File: config.mk
export PLATFORM = sky130hd
export DESIGN_NAME = uart_rx_fifo
export DESIGN_NICKNAME = d
export VERILOG_FILES = /design/src/rtl/uart_rx_fifo.sv
export SDC_FILE = /design/constraint.sdc
export NUM_CORES = 1
export LEC_CHECK = 0
export BUFFER_PORTS_ARGS = -buffer_cell sky130_fd_sc_hd__buf_2
export CORE_MARGIN = 3
export CORE_UTILIZATION = 60
export CTS_CLUSTER_SIZE = 10
export DETAILED_ROUTE_END_ITERATION = 10
export PLACE_DENSITY = 0.78
export SLEW_MARGIN = 20
export SYNTH_ARGS = -nofsm -noshare
export SYNTH_HDL_FRONTEND = slang
export SYNTH_SLANG_ARGS = --single-unit
File: constraint.sdc
create_clock -name clk -period 5.15 [get_ports clk]
set_input_delay 0 -clock clk [delete_from_list [all_inputs] [get_ports clk]]
set_output_delay 0 -clock clk [all_outputs]
set_load 0.1 [all_outputs]
File: src/rtl/uart_rx_fifo.sv
// Receive FIFO behind the UART receiver: captures each done-tick word, drains through a FWFT read port.
// Write-to-read latency 1 cycle; flags/level registered; a write while full without a pop is dropped and sets sticky overrun.
module uart_rx_fifo #(
    parameter int DBIT     = 8,
    parameter int ADDR_W   = 4,
    parameter int AF_LEVEL = 12
) (
    input  logic              clk,
    input  logic              reset,
    input  logic              wr,
    input  logic [DBIT-1:0]   w_data,
    input  logic              rd,
    output logic [DBIT-1:0]   r_data,
    output logic              empty,
    output logic              full,
    output logic [ADDR_W:0]   level,
    output logic              almost_full,
    output logic              overrun,
    input  logic              ovr_clr
);

    localparam int              DEPTH   = 1 << ADDR_W;
    localparam logic [ADDR_W:0] DEPTH_L = (ADDR_W+1)'(DEPTH);
    localparam logic [ADDR_W:0] AF_L    = (ADDR_W+1)'(AF_LEVEL);

    logic [DBIT-1:0]   mem_q [DEPTH];
    logic [ADDR_W-1:0] wptr_q, wptr_d;
    logic [ADDR_W-1:0] rptr_q, rptr_d;
    logic [ADDR_W:0]   level_q, level_d;
    logic              overrun_q, overrun_d;
    logic              do_rd, do_wr, drop;

    assign empty       = (level_q == '0);
    assign full        = (level_q == DEPTH_L);
    assign almost_full = (level_q >= AF_L);
    assign level       = level_q;
    assign overrun     = overrun_q;
    assign r_data      = empty ? '0 : mem_q[rptr_q];

    // A pop in the same cycle frees the slot, so a full FIFO still accepts the write.
    assign do_rd = rd & ~empty;
    assign do_wr = wr & (~full | rd);
    assign drop  = wr & full & ~rd;

    always_comb begin
        wptr_d    = wptr_q;
        rptr_d    = rptr_q;
        level_d   = level_q;
        overrun_d = overrun_q;
        if (do_wr) wptr_d = wptr_q + 1'b1;
        if (do_rd) rptr_d = rptr_q + 1'b1;
        if (do_wr && !do_rd)      level_d = level_q + 1'b1;
        else if (do_rd && !do_wr) level_d = level_q - 1'b1;
        // Set wins over a simultaneous clear so a fresh drop is never lost.
        if (drop)         overrun_d = 1'b1;
        else if (ovr_clr) overrun_d = 1'b0;
    end

    always_ff @(posedge clk) begin
        if (reset) begin
            wptr_q    <= '0;
            rptr_q    <= '0;
            level_q   <= '0;
            overrun_q <= 1'b0;
        end else begin
            wptr_q    <= wptr_d;
            rptr_q    <= rptr_d;
            level_q   <= level_d;
            overrun_q <= overrun_d;
        end
    end

    always_ff @(posedge clk) begin
        if (do_wr && !reset) mem_q[wptr_q] <= w_data;
    end

endmodule

==> impl_metrics.tcl <==
set metrics [dict create \
    cts_buffers 17 \
    grtUsageTotal_pct 22.3 \
    finalSetupViolCount 0 \
    dpl_cell_area_um2 6160 \
    outcome "completed" \
    clk_pin_slew_worst_paths_ps 60 \
    switching_share_pct 36.5 \
    grt_max_degree 33 \
    syn_to_final_growth_pct 16.5 \
    min_from "reset" \
    endpoint_kind "register" \
    htree_levels 4 \
    syn-cell-area_um2 5900 \
    worstPathRequired_ps 5550 \
    first_iter_violations 295 \
    r2r_slack_ps 1940 \
    synth_fp_nets 350 \
    cts_max_path_buffers 2 \
    ir_drop_mv 0.605 \
    pre_cts_slack_ps 1980 \
    first_pass_iters 4 \
    synth_area_per_cell_um2 18.1 \
    grt-ovfl-total 0 \
    synth_seq_cells 146 \
    worst_slew_pin_slew_ps 963 \
    holdPathStages 3 \
    rsz0062_at_grt "no" \
    cts_tree "built" \
    yosys_warnings 0 \
    antenna_found_initial 0 \
    synth_top_area_share_pct 65.1 \
    hold_end "wptr_q[0]" \
    fp.dieH_um 105 \
    critPathKind "reg2reg" \
    min_period_ps 3210 \
    synth_top_cell_by_area "edfxtp_1" \
    setup_slack_ps 1940 \
    rows 35 \
    rr_endpoint "level[4]" \
    power_switching_mw 1.35 \
    synth_seq_area_share_pct 71.2 \
    vias_per_cell 5.99 \
    power_density_nw_per_um2 536 \
    port_buffers 29 \
    power_mw 3.68 \
    post_cts_resized 0 \
    diodes 0 \
    grt_pass1_wl_um 18200 \
    netlist_instances 326 \
    initial_core_util_pct 62.7 \
    rr_worst_depth 9 \
    start_kind "register" \
    antenna_left 0 \
    final_common_cell "edfxtp_1" \
    crit_fanout 8 \
    grt_pass1_vias 3277 \
    pwr-share-seq_pct 37.9 \
    drive_gt1_share_pct 26.5 \
    clock_sinks 146 \
    finalWirelength_um 11100 \
    worst_ep_arrival_time_ps 3610 \
    fin_area_um2 6870 \
    setup_tns_ps 0 \
    ios 30 \
    max_freq_mhz 312 \
    hp-class "in2reg" \
    skew_ps 7.39 \
    gp_congestion 0.757 \
    slew_headroom_pct 35.6 \
    hold_viol_final 0 \
    wl_per_cell_um 21.5 \
    core_area_um2 9420 \
    p_clk_share_pct 31.5 \
    drc_errors 0 \
    p_int_mw 2.34 \
    drv_slew 0 \
    synth_area_leaders "edfxtp_1 65%, mux4_2 12%, dfxtp_1 6.1%" \
    maxCapViolations 0 \
    worstReg2RegStart "level[0]" \
    ys_types 35 \
    fin_nets 399 \
    die_width_um 105 \
    layout_worst_path_cycle_share_pct 62.3 \
    p_comb_share_pct 30.6 \
    clockRootBuffer "clkbuf_8" \
    fp.dieArea_um2 11100 \
    insertion_delay_ps 520 \
    cellLeakagePower_nw 2.28 \
    hpwl_um 6480 \
    cts_setup_buffers 0 \
    vias 3099 \
    mostFrequentLayoutCells "128 x edfxtp_1, 32 x nor2_1, 32 x mux4_2" \
]
==> kinds of logic after synthesis <==
group	count (synthesis)	share of synthesized area, %
adder cells (fa/ha/maj)	11	2.46
XOR/XNOR	8	1.19
buffers and inverters	25	2.01
AO/OA/AOI/OAI	31	4.11
flip-flops	146	71.2
multiplexers	43	14.1
AND/OR/NAND/NOR	62	4.88
==> cell type report <==
cell class              instances  area [µm²]
inverters                       6        22.5
multi-input cells             155        1580
clock buffers                  23         509
fillers                       564        2540
flip-flops and latches        146        4210
well taps                     129         161
clock inverters                 9        65.1
repair buffers                 49         330
==> per-layer routing <==
metal	share of wire [%]	up-vias	wire, µm	track usage (%)
li1	-	1389	-	-
met1	41	1586	4570	30.0
met2	52	107	5750	35.9
met3	5.4	17	603	5.31
met4	1.8	0	202	7.87
met5	0	-	0	0
==> power by group through the flow <==
stage | clock (mW) | combinational [mW] | sequential [mW]
final | 1.16 | 1.13 | 1.40
after global routing | 1.23 | 1.19 | 1.41
after CTS | 1.17 | 1.13 | 1.40
after detailed placement | 0 | 1.11 | 1.42
after global placement | 0 | 1.10 | 1.42
after floorplan | 0 | 0.879 | 1.47
==> state kept, by name (all words and copies together) (netlist names), named ones only <==
name	cells
overrun	1
level	5
mem_q	128
rptr_q	4
wptr_q	4
==> worst max-delay path: stages (launching register included) <==
cell      delay (ps)
dfxtp_1          350
or4_1            730
o31a_1           440
ha_1             280
inv_1            160
ha_1             300
a21oi_1          220
a211oi_1         100
a31oi_1          170
mux2_2           350
==> cell usage after synthesis (all sizes together) <==
cell / count
mux2i: 10
a31oi: 1
nand2: 7
nand2b: 1
a211oi: 17
ha: 10
xnor2: 2
a31o: 1
fa: 1
o31a: 1
or4: 1
o21ai: 1
nand3b: 3
mux2: 1
or3: 1
o31ai: 1
nor2: 32
inv: 6
o311ai: 1
and3: 2
clkbuf: 6
mux4: 32
nor2b: 9
buf: 13
xor2: 6
o211ai: 2
dfxtp: 18
nand3: 1
a21oi: 6
nor3: 5
edfxtp: 128
==> how the worst max path moves through the flow <==
stage	startpoint	to	slack [ps]	cells after the start
floorplan	level[4]	r_data[0]	860	2
global placement	level[0]	level[4]	2100	9
detailed placement	level[0]	level[4]	1980	9
CTS	level[0]	level[4]	1970	9
global route	level[0]	level[4]	1780	9
finish	level[0]	level[4]	1940	9
==> metrics by stage <==
stage	util [%]	hold slack, ps	instances
finish	73.0	421	517
global route	73.0	407	517
CTS	73.0	399	517
detailed placement	65.4	324	471
global placement	65.4	308	471
floorplan	-	98.9	326
==> timing repair <==
action,CTS,global route
endpoints found under the setup margin,0,0
hold buffers,14,0
endpoints found under the hold margin,145,0
(Power assumes the default switching activity.)
